===== config.mk =====
export PLATFORM = sky130hd
export DESIGN_NAME = ex_muldiv_ctrl
export DESIGN_NICKNAME = d
export VERILOG_FILES = /design/src/rtl/mips_ex_pkg.sv /design/src/rtl/ex_muldiv_iter.sv /design/src/rtl/ex_muldiv_ctrl.sv
export SDC_FILE = /design/constraint.sdc
export NUM_CORES = 1
export LEC_CHECK = 0
export CORE_MARGIN = 2
export CORE_UTILIZATION = 25
export CTS_CLUSTER_DIAMETER = 80
export CTS_CLUSTER_SIZE = 20
export DETAILED_ROUTE_END_ITERATION = 10
export REMOVE_ABC_BUFFERS = 1
export SLEW_MARGIN = 10
export SYNTH_ARGS = -nofsm -noshare
export SYNTH_HDL_FRONTEND = slang
export SYNTH_SLANG_ARGS = --single-unit

===== constraint.sdc =====
create_clock -name clk -period 7.7 [get_ports clk]
set_input_delay 1.155 -clock clk [delete_from_list [all_inputs] [get_ports clk]]
set_output_delay 1.155 -clock clk [all_outputs]
set_load 0.1 [all_outputs]

===== src/rtl/mips_ex_pkg.sv =====
// rtl/mips_ex_pkg.sv - shared op codes, FSM encoding and widths for the EX mul/div unit
package mips_ex_pkg;

    localparam int WIDTH_DEF = 32;
    localparam int CNT_W_DEF = 6;

    localparam logic [3:0] MD_NONE  = 4'd0;
    localparam logic [3:0] MD_MULT  = 4'd1;
    localparam logic [3:0] MD_MULTU = 4'd2;
    localparam logic [3:0] MD_DIV   = 4'd3;
    localparam logic [3:0] MD_DIVU  = 4'd4;
    localparam logic [3:0] MD_MFHI  = 4'd5;
    localparam logic [3:0] MD_MFLO  = 4'd6;
    localparam logic [3:0] MD_MTHI  = 4'd7;
    localparam logic [3:0] MD_MTLO  = 4'd8;

    typedef enum logic [1:0] {
        ST_IDLE  = 2'd0,
        ST_BUSY  = 2'd1,
        ST_FIXUP = 2'd2
    } md_state_t;

endpackage


===== src/rtl/ex_muldiv_iter.sv =====
// rtl/ex_muldiv_iter.sv - one unsigned shift-add / restoring-subtract step per cycle
module ex_muldiv_iter import mips_ex_pkg::*; #(
    parameter int WIDTH = WIDTH_DEF
) (
    input  logic             clk,
    input  logic             load,
    input  logic             step,
    input  logic             is_div,
    input  logic [WIDTH-1:0] a,
    input  logic [WIDTH-1:0] b,
    output logic [WIDTH-1:0] hi_raw,
    output logic [WIDTH-1:0] lo_raw
);

    // acc holds {partial product, multiplier} for mul and {remainder, quotient} for div
    logic [2*WIDTH-1:0] acc;
    logic [WIDTH-1:0]   opb;
    logic               div_q;
    logic [WIDTH:0]     mul_sum;
    logic [WIDTH:0]     div_shift;
    logic [WIDTH:0]     div_diff;

    always_comb begin
        mul_sum   = {1'b0, acc[2*WIDTH-1:WIDTH]} + (acc[0] ? {1'b0, opb} : {(WIDTH+1){1'b0}});
        div_shift = acc[2*WIDTH-1:WIDTH-1];
        div_diff  = div_shift - {1'b0, opb};
    end

    always_ff @(posedge clk) begin
        if (load) begin
            acc   <= {{WIDTH{1'b0}}, a};
            opb   <= b;
            div_q <= is_div;
        end else if (step) begin
            if (div_q) begin
                if (!div_diff[WIDTH])
                    acc <= {div_diff[WIDTH-1:0], acc[WIDTH-2:0], 1'b1};
                else
                    acc <= {div_shift[WIDTH-1:0], acc[WIDTH-2:0], 1'b0};
            end else begin
                acc <= {mul_sum, acc[WIDTH-1:1]};
            end
        end
    end

    assign hi_raw = acc[2*WIDTH-1:WIDTH];
    assign lo_raw = acc[WIDTH-1:0];

endmodule


===== src/rtl/ex_muldiv_ctrl.sv =====
// rtl/ex_muldiv_ctrl.sv - HI/LO owner: mul/div sequencing, sign fixup, MF/MT and pipeline stall
module ex_muldiv_ctrl import mips_ex_pkg::*; #(
    parameter int WIDTH = WIDTH_DEF,
    parameter int CNT_W = CNT_W_DEF
) (
    input  logic             clk,
    input  logic             rst,
    input  logic             start,
    input  logic [3:0]       op,
    input  logic             flush,
    input  logic [WIDTH-1:0] rs_val,
    input  logic [WIDTH-1:0] rt_val,
    output logic             stall,
    output logic             busy,
    output logic             done,
    output logic [WIDTH-1:0] hi,
    output logic [WIDTH-1:0] lo,
    output logic [WIDTH-1:0] mf_result
);

    md_state_t          state, state_nx;
    logic [CNT_W-1:0]   counter;
    logic               is_md, is_hilo, signed_op, accept, rs_neg, rt_neg, mt_ok;
    logic               neg_lo_q, neg_hi_q, div0_q, op_div_q;
    logic [WIDTH-1:0]   rs_q, a_mag, b_mag, hi_raw, lo_raw, hi_fix, lo_fix;
    logic [2*WIDTH-1:0] prod_fix;

    assign is_md     = (op >= MD_MULT) && (op <= MD_DIVU);
    assign is_hilo   = (op >= MD_MULT) && (op <= MD_MTLO);
    assign signed_op = (op == MD_MULT) || (op == MD_DIV);
    assign rs_neg    = signed_op && rs_val[WIDTH-1];
    assign rt_neg    = signed_op && rt_val[WIDTH-1];
    assign a_mag     = rs_neg ? -rs_val : rs_val;
    assign b_mag     = rt_neg ? -rt_val : rt_val;
    assign accept    = start && !flush && is_md && (state == ST_IDLE);
    assign mt_ok     = start && !flush && (state == ST_IDLE);
    assign busy      = (state != ST_IDLE);
    assign stall     = start && is_hilo && busy;
    assign done      = (state == ST_FIXUP) && !flush;

    always_comb begin
        mf_result = '0;
        if (op == MD_MFHI)
            mf_result = hi;
        else if (op == MD_MFLO)
            mf_result = lo;
    end

    always_comb begin
        state_nx = state;
        case (state)
            ST_IDLE:  if (accept) state_nx = ST_BUSY;
            ST_BUSY:  if (flush) state_nx = ST_IDLE;
                      else if (counter == CNT_W'(WIDTH-1)) state_nx = ST_FIXUP;
            ST_FIXUP: state_nx = ST_IDLE;
            default:  state_nx = ST_IDLE;
        endcase
    end

    // Divide by zero ignores signs: quotient all ones, remainder is the raw dividend
    always_comb begin
        prod_fix = {hi_raw, lo_raw};
        if (neg_lo_q)
            prod_fix = -prod_fix;
        lo_fix = neg_lo_q ? -lo_raw : lo_raw;
        hi_fix = neg_hi_q ? -hi_raw : hi_raw;
        if (!op_div_q) begin
            hi_fix = prod_fix[2*WIDTH-1:WIDTH];
            lo_fix = prod_fix[WIDTH-1:0];
        end else if (div0_q) begin
            hi_fix = rs_q;
            lo_fix = '1;
        end
    end

    always_ff @(posedge clk) begin
        if (rst) begin
            state    <= ST_IDLE;
            counter  <= '0;
            hi       <= '0;
            lo       <= '0;
            neg_lo_q <= 1'b0;
            neg_hi_q <= 1'b0;
            div0_q   <= 1'b0;
            op_div_q <= 1'b0;
            rs_q     <= '0;
        end else begin
            state <= state_nx;
            if (accept) begin
                counter  <= '0;
                op_div_q <= (op == MD_DIV) || (op == MD_DIVU);
                neg_lo_q <= rs_neg ^ rt_neg;
                neg_hi_q <= rs_neg;
                div0_q   <= (rt_val == '0);
                rs_q     <= rs_val;
            end else if (state == ST_BUSY) begin
                counter <= counter + 1'b1;
            end
            if (done) begin
                hi <= hi_fix;
                lo <= lo_fix;
            end else if (mt_ok && op == MD_MTHI) begin
                hi <= rs_val;
            end else if (mt_ok && op == MD_MTLO) begin
                lo <= rs_val;
            end
        end
    end

    ex_muldiv_iter #(.WIDTH(WIDTH)) u_iter (
        .clk    (clk),
        .load   (accept),
        .step   (state == ST_BUSY),
        .is_div ((op == MD_DIV) || (op == MD_DIVU)),
        .a      (a_mag),
        .b      (b_mag),
        .hi_raw (hi_raw),
        .lo_raw (lo_raw)
    );

endmodule


==> impl_results.md, run 1 <==
* Die width at approximately 260 µm
* Switch share at about two fifths
* Critical Path RT at 6.55 ns
* Vias in the first global route at ~15,000
* Largest family of logic cells by synthesized area: compound AO/OA/AOI/OAI gates
* Clk pin slew, worst setup/hold paths at about 0.070 ns
* GR peak layer: met2
* FF+latch area at between 4000 and 5000 µm²
* Routed Antenna Nets at 0
* VDD IR max at 0.138 mV
* Sequential-to-total area share from yosys stat at between 20% and 30%
* Distinct cells, synth at 76
* Max Cap Viol at 0
* Fmax at around 200 MHz
* Initial core utilization at approximately a quarter
* Clock Sinks at about 210
* Post-DR vias/cell at between 5 and 6
* Hold Crit Class: reg -> reg
* DP Area at about 19,000 µm²
* Fin Hold WS at 0.458 ns
* Count leader, synth: nand2_1
* Crit end category: primary output
* Syn Area/Cell at 8.12 µm²
* Fillers at 7,087
* Layout area overhead at 18.5%
* Post-Synth Adder-Cell Area at 5.46%
* Gate power share at 40.1%
* Post-layout nets at 2,243
* Worst setup SP type: primary input
* WL final at ~57 mm
* Hold_buf cts at 0
* Largest net degree at the start of global routing at 84
* CTS tree: done
* IO Port Bufs at between 150 and 200
* Clock share of power at around 25%
* Cell taking the most area after synthesis: dfxtp_1
* Post-Synth XOR/XNOR Area at 11.3%
* CTS root buffer: clkbuf_16
* Met1 usage at 23.0%
* Final setup TNS at 0 ns
* Skew-Pair Late Insertion Delay at between 0.5 and 0.6 ns
* Share of flip-flops with an asynchronous set or reset at 0%
* Mapped Area at about 17,000 µm²
* Total GRT Usage at between 10% and 20%
* Worst rel slew slack at a little under a third
* Part of the power in registers at 35.2%
* Leak Pwr at between 0.007 and 0.008 µW
* DRC Markers at 0
* Pwr dens at 204 nW/µm²
* Antenna cell count at 0
* Share of layout cells above drive strength 1 at around 5%
* # Post-CTS Setup Buffers at 0
* GPL Wtd Cong at between 0.9 and 1
* Clock tree buffer depth at 3
* Global-route wire length before repair at between 80 and 90 mm
* CP Class: in -> out
* Synth Flop Type: dfxtp_1
* Chip height at approximately 260 µm
* TritonCTS Buffers at 19
* Synthesized flop and latch total at slightly above 200
* Worst Setup SP: op[3]
* Switching pwr at 1670 µW
* Hpwl dp at 42.8 mm
* DIE AREA at a little under 70,000 µm²
* Congestion Overflow GR at 0
* 1st-pass router iterations at 5
* Core ar. at about 66,000 µm²
* Internal at 2340 µW
* Most used cell, CP: clkdlybuf4s50_1
* Synth top cells by count: 233 x nand2_1, 160 x a21oi_1, 156 x o21ai_0
* Initial antenna violation count at 0
* Min Tclk post-route at a little over 5 ns
* Max incr delay on CP at between 1 and 1.5 ns
* Row cnt at between 90 and 100
* Post-synth EDFFs at 65
* Final Setup Violations at 0
* Number of synthesis warnings at 0
* DR vias at roughly 15,000
* Met3 usage at approximately 1.8%
* Synth Area in Compound Gates at approximately 25%
* Status: complete, no violations
* Area contributors post-synth: dfxtp_1 17%, edfxtp_1 12%, mux2i_1 6.8%
* Final period util at between 60% and 70%
* # IOs at about 170
* Avg WL per Cell at between 15 and 20 µm
* Power Total at 4000 µW
* Post-layout util at between 20% and 30%
* Syn Inst Count at just over 2,000
* Post-synth top area share at between 10% and 20%
* Synth Area in Simple Gates at between 10% and 20%
* Min-delay src: rs_q[30]
* Final Hold Vio Count at 0
* Worst r2r src: u_iter.acc[32]
* Post-synthesis mux area share at under 10%
* CTS resizes at 0
* Worst clock skew at 0.0321 ns
* RSZ-0062 raised after global routing: false
* H-tree levels at 1
* CP max FO at 32
* Design area at slightly below 20,000 µm²
* Max Slew Vio Count at 0
* Multi-input logic area at 11,000 µm²
* Worst path slowest cell: clkdlybuf4s50_1
* 1st-iter DRT viols at 1,291
* Met2 Use GR at between 20 and 30%
* CP cell instances: clkdlybuf4s50_1, nor4bb_4, buf_4, a22o_1, clkdlybuf4s50_1
* Worst EP arrival at approximately 4.0 ns
* Least-Margin Pin Slew at approximately 1.0 ns
==> stage by stage <==
step / setup WS, ns / std cells
global placement: 2.58 / 2943
detailed placement: 2.53 / 2943
CTS: 2.53 / 2977
global route: 2.40 / 2977
floorplan: 1.28 / 1886
finish: 2.56 / 2977
==> power by group through the flow <==
stage	logic, µW	registers, µW	clock network, µW
finish	1610	1410	988
global route	1780	1420	1050
global placement	1590	1420	0
floorplan	1160	1350	0
detailed placement	1580	1420	0
CTS	1590	1400	1010
==> per-layer routing <==
layer | up-vias | part of all wire (%) | wire (µm)
met5 | - | 0 | 0
met2 | 505 | 46 | 26200
met1 | 7270 | 46 | 26300
met4 | 0 | 2.1 | 1220
li1 | 7587 | - | -
met3 | 68 | 5.6 | 3170
==> cell usage in the layout, fill, tap and decap left out, drive strengths merged, types with 69 or more instances in the layout <==
master	n
xnor2	102
xor2	111
mux2i	113
a21oi	160
nand2	234
ha	69
clkdlybuf4s50	169
nor2	116
o21ai	158
dfxtp	140
==> critical path: cells and delay by family <==
family	cells	cell delay (ns)
buffers and inverters	3	2.19
and+or+nand+nor	1	0.36
AOI/OAI and AO/OA	1	0.22
==> kinds of logic after synthesis <==
logic type,Yosys count
AO/OA/AOI/OAI,630
buffers and inverters,214
flip-flops,205
multiplexers,119
AND/OR/NAND/NOR,586
XOR/XNOR,213
adder cells (fa/ha/maj),71
==> flip-flops by register name, indices dropped and copies added, names as in the netlist <==
register / count
u_iter.acc: 64
hi: 32
lo: 32
rs_q: 32
u_iter.opb: 32
counter: 6
state: 2
div0_q: 1
neg_hi_q: 1
neg_lo_q: 1
op_div_q: 1
u_iter.div_q: 1
==> cell type report <==
class | instances | share of cell area, %
inverters | 62 | 1.20
clock inverters | 13 | 0.658
clock buffers | 21 | 2.52
flip-flops and latches | 205 | 24.3
repair buffers | 193 | 9.55
well taps | 864 | 5.52
multi-input cells | 1619 | 56.3
==> final timing paths <==
check / endpoint / slack [ns] / cells after the start
setup reg to reg: hi[30] / 3.37 / 10
hold / removal: rs_q[30] / 0.46 / 2
hold reg to reg: rs_q[30] / 0.46 / 2
setup / recovery: mf_result[20] / 2.56 / 5
Note: power is estimated with default switching activity, not from simulation.
==> inputs of run 2 (changes only) <==
clock period = 4.55 ns   (was 7.7 ns; I/O delays follow)
==> impl_results.md, run 2 (synthesized netlist as in run 1, its figures left out) <==
* Max incr delay on CP at 0.56 ns (-0.57 ns)
* DR vias at 15,600 (+1.3%)
* Post-layout nets at 2,275 (+1.4%)
* Design area at 19,800 µm² (+0.95%)
* Chip height at 261 µm (unchanged)
* Switch share at 41.4% (-0.17 points)
* Clock Sinks at 205 (unchanged)
* GPL Wtd Cong at 0.934 (+2.8%)
* Worst setup SP type: register
* Largest net degree at the start of global routing at 137 (+63%)
* VDD IR max at 0.219 mV (+58%)
* Total GRT Usage at 16.7% (+0.33 points)
* Initial antenna violation count at 0 (unchanged)
* IO Port Bufs at 170 (unchanged)
* WL final at 59.0 mm (+3.6%)
* CP Class: reg -> reg
* DIE AREA at 68,200 µm² (unchanged)
* Worst clock skew at 0.0385 ns (+0.00637 ns)
* TritonCTS Buffers at 19 (unchanged)
* Core ar. at 65,600 µm² (unchanged)
* Hpwl dp at 44.3 mm (+3.6%)
* Skew-Pair Late Insertion Delay at 0.55 ns (about the same)
* Final period util at between 80 and 90%
* Share of layout cells above drive strength 1 at 7.98% (+2.9 points)
* Max Cap Viol at 0 (unchanged)
* Post-DR vias/cell at 5.20 (+0.28%)
* 1st-pass router iterations at 5 (unchanged)
* CTS resizes at 0 (unchanged)
* CP max FO at 10 (-69%)
* Most common cell after layout, fill and taps aside: nand2_1
* Multi-input logic area at 11,000 µm² (unchanged)
* Crit end category: register
* RSZ-0062 raised after global routing: false
* Worst EP arrival at 4.48 ns (+0.50 ns)
* Most frequent cells in the layout: 233 x nand2_1, 159 x a21oi_1, 156 x o21ai_0
* Global-route wire length before repair at 89.7 mm (+0.89%)
* Layout area overhead at 19.6%
* CTS root buffer: clkbuf_16
* # Post-CTS Setup Buffers at 0 (unchanged)
* Min Tclk post-route at about 4 ns
* CTS tree: done
* Critical Path RT at 4.98 ns (-1.57 ns)
* Fillers at 7,034 (-0.75%)
* Initial core utilization at 25.2% (unchanged)
* Clk pin slew, worst setup/hold paths at 0.09 ns (+0.02 ns)
* Largest register FFs at 64 (unchanged)
* Status: complete, no violations
* Clock tree buffer depth at 3 (unchanged)
* Row cnt at 94 (unchanged)
* Max Slew Vio Count at 0 (unchanged)
* Part of the power in registers at 33.4% (-1.8 points)
* CP cell instances: inv_1, ha_1, nor4b_1, nand4_1, or3_1, or4_1, o31ai_1, xor2_1, o2111a_1, a2111oi_0
* Fmax at ~250 MHz
* Fin Hold WS at 0.456 ns (-0.00157 ns)
* Least-Margin Pin Slew at 0.989 ns (-0.0583 ns)
* Leak Pwr at 0.00737 µW (+3.2%)
* Final Setup Violations at 0 (unchanged)
* Hold Crit Class: reg -> reg
* Worst path slowest cell: nor4b_1
* Switching pwr at 2850 µW (+71%)
* Hold_buf cts at 0 (unchanged)
* Final setup TNS at 0 ns (unchanged)
* Routed Antenna Nets at 0 (unchanged)
* Internal at 4020 µW (+72%)
* Power Total at 6870 µW (+72%)
* Largest Register: u_iter.acc
* H-tree levels at 1 (unchanged)
* Worst rel slew slack at 33.8% (+3.8 points)
* Avg WL per Cell at 19.6 µm (+2.6%)
* DRC Markers at 0 (unchanged)
* 1st-iter DRT viols at 1,221 (-5.4%)
* Antenna cell count at 0 (unchanged)
* Final Hold Vio Count at 0 (unchanged)
* Die width at 261 µm (unchanged)
* Pwr dens at 347 nW/µm² (+70%)
* Clock share of power at 24.4% (-0.3 points)
* Congestion Overflow GR at 0 (unchanged)
* Gate power share at 42.3% (+2.2 points)
* Vias in the first global route at 14,800 (+0.37%)
* # IOs at 171 (unchanged)
* DP Area at 19,200 µm² (+1.1%)
* FF+latch area at 4760 µm² (unchanged)
run 2: cell types whose count changed in the layout (fill, tap and decap cells not counted), moves of 2 or more:
cell / delta
clkinv_2: -2
inv_6: +4
inv_8: -2
buf_12: +4
clkdlybuf4s50_1: -34
buf_4: +62
run 2: layer usage:
layer | track usage [%] | wire length [µm]
met1 | 23.2 | 27100
met2 | 27.7 | 27200
met3 | 2.11 | 3610
met4 | 3.50 | 1150
met5 | 0 | 0
run 2: path summary, 6_finish.rpt:
| kind | start | endpoint | slack (ns) | depth (start not counted) |
|---|---|---|---|---|
| max | u_iter.acc[32] | hi[30] | 0.50 | 10 |
| min | rs_q[30] | rs_q[30] | 0.46 | 2 |
| max reg2reg | u_iter.acc[32] | hi[30] | 0.50 | 10 |
| min reg2reg | rs_q[30] | rs_q[30] | 0.46 | 2 |
run 2: critical path, delay by kind of cell (launching register included):
kind / cells / cell delay (ns)
compound gates: 3 / 0.90
xor+xnor: 1 / 0.10
fa+ha+maj: 1 / 0.33
buf+inv: 1 / 0.17
flops: 1 / 0.41
simple gates: 4 / 2.02
run 2: layout make-up:
class                      count  area share, %
tap                          864           5.47
clock inverter                11          0.481
inverter                      62           1.19
sequential                   205           24.0
clock buffer                  22           2.57
multi-input combinational   1619           55.8
timing repair buffer         225           10.5
run 2: power by group through the flow:
stage | combinational (µW) | clock [µW] | sequential (µW)
2_1_floorplan | 1960 | 0 | 2290
3_3_place_gp | 2860 | 0 | 2330
3_5_place_dp | 2850 | 0 | 2330
4_1_cts | 2860 | 1710 | 2280
5_1_grt | 3180 | 1770 | 2310
6_report | 2910 | 1670 | 2290
run 2: stage by stage:
step	setup WS, ns	util, %	cells
6_report	0.501	30.1	3008
3_3_place_gp	0.288	29.2	2975
2_1_floorplan	-1.65	-	1886
5_1_grt	0.145	30.1	3008
4_1_cts	0.518	30.1	3008
3_5_place_dp	0.290	29.2	2975
